**config.mk**
```make
export PLATFORM = sky130hd
export DESIGN_NAME = exception_sequencer
export DESIGN_NICKNAME = d
export VERILOG_FILES = /design/src/rtl/exception_sequencer.sv
export SDC_FILE = /design/constraint.sdc
export NUM_CORES = 1
export LEC_CHECK = 0
export CORE_MARGIN = 5
export CORE_UTILIZATION = 41
export CTS_CLUSTER_DIAMETER = 30
export DETAILED_ROUTE_END_ITERATION = 8
export PLACE_DENSITY = 0.92
export SYNTH_ARGS = -nofsm -noshare
export SYNTH_HDL_FRONTEND = slang
export SYNTH_SLANG_ARGS = --single-unit
```
**constraint.sdc**
```tcl
create_clock -name clk -period 1.9 [get_ports clk]
set_input_delay 0.285 -clock clk [delete_from_list [all_inputs] [get_ports clk]]
set_output_delay 0.285 -clock clk [all_outputs]
set_load 0.005 [all_outputs]
```
**src/rtl/exception_sequencer.sv**
```systemverilog
// -----------------------------------------------------------------------------
// exception_sequencer
//
// Purpose:
//   Multi-cycle controller driven by the memory-stage exception decode. For a
//   regular exception it flushes and stalls the pipeline, then writes EPC,
//   Cause and Status (EXL set) to CP0 through its dedicated write port, and
//   finally redirects fetch to EXC_VECTOR. For ERET it flushes, writes Status
//   with EXL cleared and redirects fetch to the current EPC. This block is the
//   only agent that performs exception-driven CP0 writes.
//
// Parameters:
//   DATA_WIDTH    width of PC, CP0 data and vector (default 32)
//   EXC_VECTOR    handler entry for every non-ERET exception
//   FLUSH_CYCLES  cycles flush is held before the first CP0 write (1..15)
//
// Ports:
//   clk                in   clock
//   rst_n              in   synchronous, active-low reset
//   exc_valid          in   exception present (sampled only while idle)
//   exc_code           in   MIPS ExcCode, ignored when exc_eret=1
//   exc_eret           in   ERET request, qualified by exc_valid
//   exc_pc             in   PC of the faulting instruction
//   exc_in_delay_slot  in   faulting instruction sits in a branch delay slot
//                           (present only when EXC_SEQ_BD_EN is defined)
//   cp0_status         in   current CP0 Status
//   cp0_epc            in   current CP0 EPC
//   busy               out  sequencer not idle
//   flush              out  kill all in-flight instructions
//   stall              out  freeze PC and IF/ID
//   cp0_we             out  CP0 write strobe, one cycle per write state
//   cp0_waddr          out  CP0 register: 12 Status, 13 Cause, 14 EPC
//   cp0_wdata          out  CP0 write data
//   redirect_valid     out  one-cycle PC load
//   redirect_pc        out  new PC
//
// Build option:
//   EXC_SEQ_BD_EN  when defined, adds exc_in_delay_slot. A latched 1 makes the
//                  EPC write exc_pc-4 and sets Cause.BD (bit 31).
//
// Timing:
//   All outputs are registers loaded from the next state, so they line up
//   exactly with the state they describe. Consequently cp0_status (for the
//   Status write) and cp0_epc (for the ERET redirect) are captured on the edge
//   that enters W_STATUS / REDIRECT respectively.
// -----------------------------------------------------------------------------
module exception_sequencer #(
   parameter int                    DATA_WIDTH   = 32,
   parameter logic [DATA_WIDTH-1:0] EXC_VECTOR   = 32'h0000_0180,
   parameter int                    FLUSH_CYCLES = 2
) (
   input  logic                  clk,
   input  logic                  rst_n,
   input  logic                  exc_valid,
   input  logic [4:0]            exc_code,
   input  logic                  exc_eret,
   input  logic [DATA_WIDTH-1:0] exc_pc,
`ifdef EXC_SEQ_BD_EN
   input  logic                  exc_in_delay_slot,
`endif
   input  logic [DATA_WIDTH-1:0] cp0_status,
   input  logic [DATA_WIDTH-1:0] cp0_epc,
   output logic                  busy,
   output logic                  flush,
   output logic                  stall,
   output logic                  cp0_we,
   output logic [4:0]            cp0_waddr,
   output logic [DATA_WIDTH-1:0] cp0_wdata,
   output logic                  redirect_valid,
   output logic [DATA_WIDTH-1:0] redirect_pc
);

   localparam logic [4:0] ADDR_STATUS = 5'd12;
   localparam logic [4:0] ADDR_CAUSE  = 5'd13;
   localparam logic [4:0] ADDR_EPC    = 5'd14;
   localparam logic [3:0] FLUSH_LOAD  = 4'(FLUSH_CYCLES - 1);

   typedef enum logic [2:0] {
      S_IDLE     = 3'd0,
      S_FLUSH    = 3'd1,
      S_W_EPC    = 3'd2,
      S_W_CAUSE  = 3'd3,
      S_W_STATUS = 3'd4,
      S_REDIRECT = 3'd5
   } state_t;

   state_t state_reg, state_next;
   logic [3:0] cnt_reg, cnt_next;

   // Exception context captured when a sequence starts.
   logic                  take_exc;
   logic [4:0]            code_reg;
   logic                  eret_reg;
   logic [DATA_WIDTH-1:0] pc_reg;
   logic                  bd_reg;

   // Registered outputs and their next values.
   logic                  busy_reg, busy_next;
   logic                  flush_reg, flush_next;
   logic                  stall_reg, stall_next;
   logic                  we_reg, we_next;
   logic [4:0]            waddr_reg, waddr_next;
   logic [DATA_WIDTH-1:0] wdata_reg, wdata_next;
   logic                  rv_reg, rv_next;
   logic [DATA_WIDTH-1:0] rpc_reg, rpc_next;

   // Values written to CP0, derived from the latched context.
   logic [DATA_WIDTH-1:0] epc_value;
   logic [DATA_WIDTH-1:0] cause_value;
   logic [DATA_WIDTH-1:0] status_value;

   assign take_exc = (state_reg == S_IDLE) && exc_valid;

`ifndef EXC_SEQ_BD_EN
   assign bd_reg = 1'b0;
`endif

   // A delay-slot fault must resume at the branch, one word earlier.
   assign epc_value = bd_reg ? (pc_reg - DATA_WIDTH'(4)) : pc_reg;

   always_comb begin
      cause_value      = '0;
      cause_value[6:2] = code_reg;
      cause_value[31]  = bd_reg;
   end

   // EXL (bit 1) is set on entry to the handler and cleared on ERET. A set
   // EXL on a new exception is not treated specially.
   always_comb begin
      status_value = cp0_status;
      status_value[1] = ~eret_reg;
   end

   // ---------------------------------------------------------------------
   // State register, context latches and output registers
   // ---------------------------------------------------------------------
   always_ff @(posedge clk) begin
      if (!rst_n) begin
         state_reg <= S_IDLE;
         cnt_reg   <= '0;
         code_reg  <= '0;
         eret_reg  <= 1'b0;
         pc_reg    <= '0;
`ifdef EXC_SEQ_BD_EN
         bd_reg    <= 1'b0;
`endif
         busy_reg  <= 1'b0;
         flush_reg <= 1'b0;
         stall_reg <= 1'b0;
         we_reg    <= 1'b0;
         waddr_reg <= '0;
         wdata_reg <= '0;
         rv_reg    <= 1'b0;
         rpc_reg   <= '0;
      end else begin
         state_reg <= state_next;
         cnt_reg   <= cnt_next;
         if (take_exc) begin
            // ERET wins over any code presented alongside it.
            code_reg <= exc_eret ? 5'd0 : exc_code;
            eret_reg <= exc_eret;
            pc_reg   <= exc_pc;
`ifdef EXC_SEQ_BD_EN
            bd_reg   <= exc_in_delay_slot & ~exc_eret;
`endif
         end
         busy_reg  <= busy_next;
         flush_reg <= flush_next;
         stall_reg <= stall_next;
         we_reg    <= we_next;
         waddr_reg <= waddr_next;
         wdata_reg <= wdata_next;
         rv_reg    <= rv_next;
         rpc_reg   <= rpc_next;
      end
   end

   // ---------------------------------------------------------------------
   // Next-state logic
   // ---------------------------------------------------------------------
   always_comb begin
      state_next = state_reg;
      cnt_next   = cnt_reg;
      case (state_reg)
         S_IDLE: begin
            // exc_valid is only looked at here; requests arriving while a
            // sequence runs belong to instructions that are being flushed.
            if (exc_valid) begin
               state_next = S_FLUSH;
               cnt_next   = FLUSH_LOAD;
            end
         end
         S_FLUSH: begin
            if (cnt_reg == 4'd0) begin
               state_next = eret_reg ? S_W_STATUS : S_W_EPC;
            end else begin
               cnt_next = cnt_reg - 4'd1;
            end
         end
         S_W_EPC:    state_next = S_W_CAUSE;
         S_W_CAUSE:  state_next = S_W_STATUS;
         S_W_STATUS: state_next = S_REDIRECT;
         S_REDIRECT: state_next = S_IDLE;
         default:    state_next = S_IDLE;
      endcase
   end

   // ---------------------------------------------------------------------
   // Output logic: computed from the next state so the registered outputs
   // are valid in the same cycle as the state they belong to.
   // ---------------------------------------------------------------------
   always_comb begin
      busy_next  = (state_next != S_IDLE);
      flush_next = (state_next != S_IDLE);
      stall_next = (state_next != S_IDLE);
      we_next    = 1'b0;
      waddr_next = '0;
      wdata_next = '0;
      rv_next    = 1'b0;
      rpc_next   = '0;
      case (state_next)
         S_W_EPC: begin
            we_next    = 1'b1;
            waddr_next = ADDR_EPC;
            wdata_next = epc_value;
         end
         S_W_CAUSE: begin
            we_next    = 1'b1;
            waddr_next = ADDR_CAUSE;
            wdata_next = cause_value;
         end
         S_W_STATUS: begin
            we_next    = 1'b1;
            waddr_next = ADDR_STATUS;
            wdata_next = status_value;
         end
         S_REDIRECT: begin
            rv_next  = 1'b1;
            rpc_next = eret_reg ? cp0_epc : EXC_VECTOR;
         end
         default: begin
         end
      endcase
   end

   assign busy           = busy_reg;
   assign flush          = flush_reg;
   assign stall          = stall_reg;
   assign cp0_we         = we_reg;
   assign cp0_waddr      = waddr_reg;
   assign cp0_wdata      = wdata_reg;
   assign redirect_valid = rv_reg;
   assign redirect_pc    = rpc_reg;

endmodule
```
==> out/results.md <==
| Stage | Item | Value |
|:---|:---|:---|
| synthesis | Prevailing post-synth register cell | sky130_fd_sc_hd__dfxtp_1 |
| placement | Port buffer count | 176 |
| synthesis | Most common library cells after synthesis | 115 x sky130_fd_sc_hd__dfxtp_1, 74 x sky130_fd_sc_hd__nand2_1, 40 x sky130_fd_sc_hd__a21oi_1 |
| global routing | Vias in the first global route | 3496 |
| synthesis | Register bit total from synthesis | 115 |
| synthesis | Mean area per synthesized cell | 10.2 um2 |
| global routing | Wire length of the first global-routing pass | 17200 um |
| clock network | Clock H-tree levels | 4 |
| floorplan | Number of core rows | 35 |
| placement | GP Congestion | 0.841 |
| synthesis | Nets in the synthesized netlist | 480 |
| setup path | Worst setup path class | flip-flop to flip-flop |
| sta | Clk_skew | 0.00681 ns |
| power and ir drop | Power density relative to cell area | 1120 nW/um2 |
| layout | Fraction of final layout cells sized beyond drive strength 1 | 10.2% |
| placement | Detailed placer's ending HPWL | 8040 um |
| synthesis | Post-synth EDFFs | 0 |
| layout | Diodes inserted | 0 |
| layout | Layout fillers | 672 |
| job | Maximum Capacitance Violations | 0 |
| synthesis | Synth cell types | 33 |
| global routing | Overall track demand over capacity in global routing | 19.3% |
| global routing | Pin count of the biggest net entering global routing | 41 |
| drt | Count of nets left with antenna violations after detail routing | 0 |
| drt | Routed WL | 11100 um |
| layout | # nets final | 665 |
| clock network | Clock tree from TritonCTS | done |
| setup path | Critical path arrival | 2.24 ns |
| synthesis | Proportion of synthesized chip area in sequential cells | 60.5% |
| clock network | Number of buffers between clock root and the deepest sink | 2 |
| synthesis | Ys Warns | 0 |
| sta | Ratio of final minimum period to clock period | 95.4% |
| hold path | HP Class | primary input to flip-flop |
| power and ir drop | Largest vdd supply drop | 0.668 mV |
| setup path | Top fanout value on the critical path | 10 |
| drt | Post-DR wirelength/cell | 16.3 um |
| synthesis | Synthesized instance count | 373 |
| drt | Vias post-DR | 3347 |
| synthesis | Cell accounting for the most synthesized area | sky130_fd_sc_hd__dfxtp_1 |
| outcome | Status | complete, no violations |
| global routing | Antenna violations before repair | 0 |
| clock network | Hold-fix buffers at CTS | 0 |
| floorplan | Core region area | 9150 um2 |
| clock network | Clk root buf | sky130_fd_sc_hd__clkbuf_8 |
| floorplan | Starting utilization of the core area | 41.6% |
| floorplan | IO Pins | 179 |
| setup path | Worst EP required | 2.33 ns |
| sta | Final count of negative-setup-slack endpoints | 0 |
| floorplan | Die area | 11300 um2 |
| sta | Max frequency | 552 MHz |
| global routing | Gr ovfl total | 0 |
| floorplan | Horizontal die dimension | 106 um |
| setup path | Crit path launch type | flip-flop |
| sta | Final hold vios | 0 |
| clock network | Worst-Skew Late Latency | 0.49 ns |
| synthesis | Synthesized area | 3800 um2 |
| clock network | Clock-pin transition on the worst setup and hold timing paths | 0.06 ns |
| drt | Detailed-router iteration count before antenna repair | 4 |
| power and ir drop | Post-layout total power | 7.04 mW |
| synthesis | Fraction of registers with async set or reset after synthesis | 0% |
| synthesis | Fraction of post-synthesis cell area in the top cell type by area | 60.5% |
| drt | Initial drt markers | 151 |
| sta | Final worst hold slack | 0.344 ns |
| power and ir drop | Leakage | 2.58 nW |
| sta | Slew Viols, Final | 0 |
| drt | Avg Vias per Cell | 4.91 |
| floorplan | Die Height | 106 um |
| setup path | Crit end category | flip-flop |
| clock network | Number of CTS-inserted buffers | 17 |
| drt | Total DRC errors in the routed layout | 0 |
| synthesis | Most common cell in the synthesized netlist | sky130_fd_sc_hd__dfxtp_1 |
| layout | Area overhead of the layout relative to synthesis | 65.9% |
| clock network | Clock Sinks | 115 |
| synthesis | Top area cells in the synthesized netlist | sky130_fd_sc_hd__dfxtp_1 61%, sky130_fd_sc_hd__a22o_1 7.4%, sky130_fd_sc_hd__nand2_1 7.3% |
| sta | Final period demand of the worst path | 1.81 ns |
[critical path: stages, from the launching register on]
cell and delay, ns:
sky130_fd_sc_hd__dfxtp_1 0.34, sky130_fd_sc_hd__inv_1 0.09, sky130_fd_sc_hd__ha_1 0.14, sky130_fd_sc_hd__nor3b_4 0.29, sky130_fd_sc_hd__nor4b_4 0.43, sky130_fd_sc_hd__buf_12 0.19, sky130_fd_sc_hd__a22o_1 0.16, sky130_fd_sc_hd__a21o_1 0.10
[where the power goes]
group | switching [mW] | internal, mW
clock | 1.09 | 1.93
combinational | 0.576 | 0.693
sequential | 0.121 | 2.62
total | 1.79 | 5.25
[cell families (layout without fill, tap and decap cells)]
family / Yosys count / count (layout) / share of synthesized area, %
AO/OA/AOI/OAI: 84 / 84 / 15.0
XOR/XNOR: 2 / 2 / 0.461
adder cells (fa/ha/maj): 2 / 2 / 0.658
buffers and inverters: 34 / 232 / 5.13
flip-flops: 115 / 115 / 60.5
multiplexers: 1 / 1 / 0.296
other: 1 / 1 / 0.0986
AND/OR/NAND/NOR: 134 / 134 / 17.8
[per-layer routing]
layer | vias to the layer above | global-route usage [%] | part of all wire, %
li1 | 1647 | - | -
met4 | 0 | 6.38 | 1.4
met1 | 1567 | 19.8 | 38
met2 | 118 | 36.7 | 55
met5 | - | 0 | 0
met3 | 15 | 5.89 | 5.8
[worst paths after layout]
check | start | endpoint | slack, ns | depth (start not counted)
worst max register to register | cnt_reg[0]$_SDFFE_PN0P_ | cp0_wdata[3]$_SDFF_PN0_ | 0.09 | 7
worst max-delay path | cnt_reg[0]$_SDFFE_PN0P_ | cp0_wdata[3]$_SDFF_PN0_ | 0.09 | 7
worst min register to register | epc_value[1]$_SDFFE_PN0P_ | epc_value[1]$_SDFFE_PN0P_ | 0.46 | 2
worst min-delay path | exc_pc[8] | epc_value[8]$_SDFFE_PN0P_ | 0.34 | 3
[layout make-up]
| cell class | instances | area [um2] | area share, % |
|---|---|---|---|
| clock inverter | 12 | 131 | 2.08 |
| clock buffer | 20 | 445 | 7.06 |
| tap | 111 | 139 | 2.20 |
| timing repair buffer | 196 | 1950 | 31.0 |
| inverter | 4 | 15.0 | 0.238 |
| sequential | 115 | 2300 | 36.5 |
| multi-input combinational | 224 | 1320 | 21.0 |
[per-stage QoR]
step	utilization, %	setup WS (ns)	setup TNS (ns)	std cells	area [um2]
global route	68.9	-0.0120	-0.0120	682	6310
CTS	68.3	0.0836	0	676	6250
detailed placement	62.0	0.0283	0	644	5680
finish	68.9	0.0869	0	682	6310
floorplan	-	0.306	0	373	3800
global placement	62.0	0.0581	0	644	5680
[layout by cell type, fill, tap and decap left out, types with 2 or more instances in the layout]
cell,count
sky130_fd_sc_hd__clkinvlp_4,4
sky130_fd_sc_hd__nand3b_1,6
sky130_fd_sc_hd__clkbuf_16,16
sky130_fd_sc_hd__clkinv_2,3
sky130_fd_sc_hd__nand2b_1,3
sky130_fd_sc_hd__clkbuf_8,3
sky130_fd_sc_hd__o21a_1,3
sky130_fd_sc_hd__clkdlybuf4s50_1,176
sky130_fd_sc_hd__clkinv_4,2
sky130_fd_sc_hd__a21oi_1,40
sky130_fd_sc_hd__inv_1,4
sky130_fd_sc_hd__nand2_1,74
sky130_fd_sc_hd__xnor2_1,2
sky130_fd_sc_hd__a21o_1,5
sky130_fd_sc_hd__and3_1,30
sky130_fd_sc_hd__nor4b_4,2
sky130_fd_sc_hd__ha_1,2
sky130_fd_sc_hd__nor2_1,9
sky130_fd_sc_hd__buf_4,16
sky130_fd_sc_hd__bufinv_16,2
sky130_fd_sc_hd__dfxtp_1,115
sky130_fd_sc_hd__buf_12,3
sky130_fd_sc_hd__a22o_1,32
[repair_timing]
| item | in CTS | in global routing |
|---|---|---|
| hold endpoints to repair | 0 | 0 |
| resized for setup | 0 | 2 |
| setup endpoints to repair | 0 | 20 |
| buffers inserted | 0 | 6 |
Note: power is estimated with default switching activity, not from simulation.
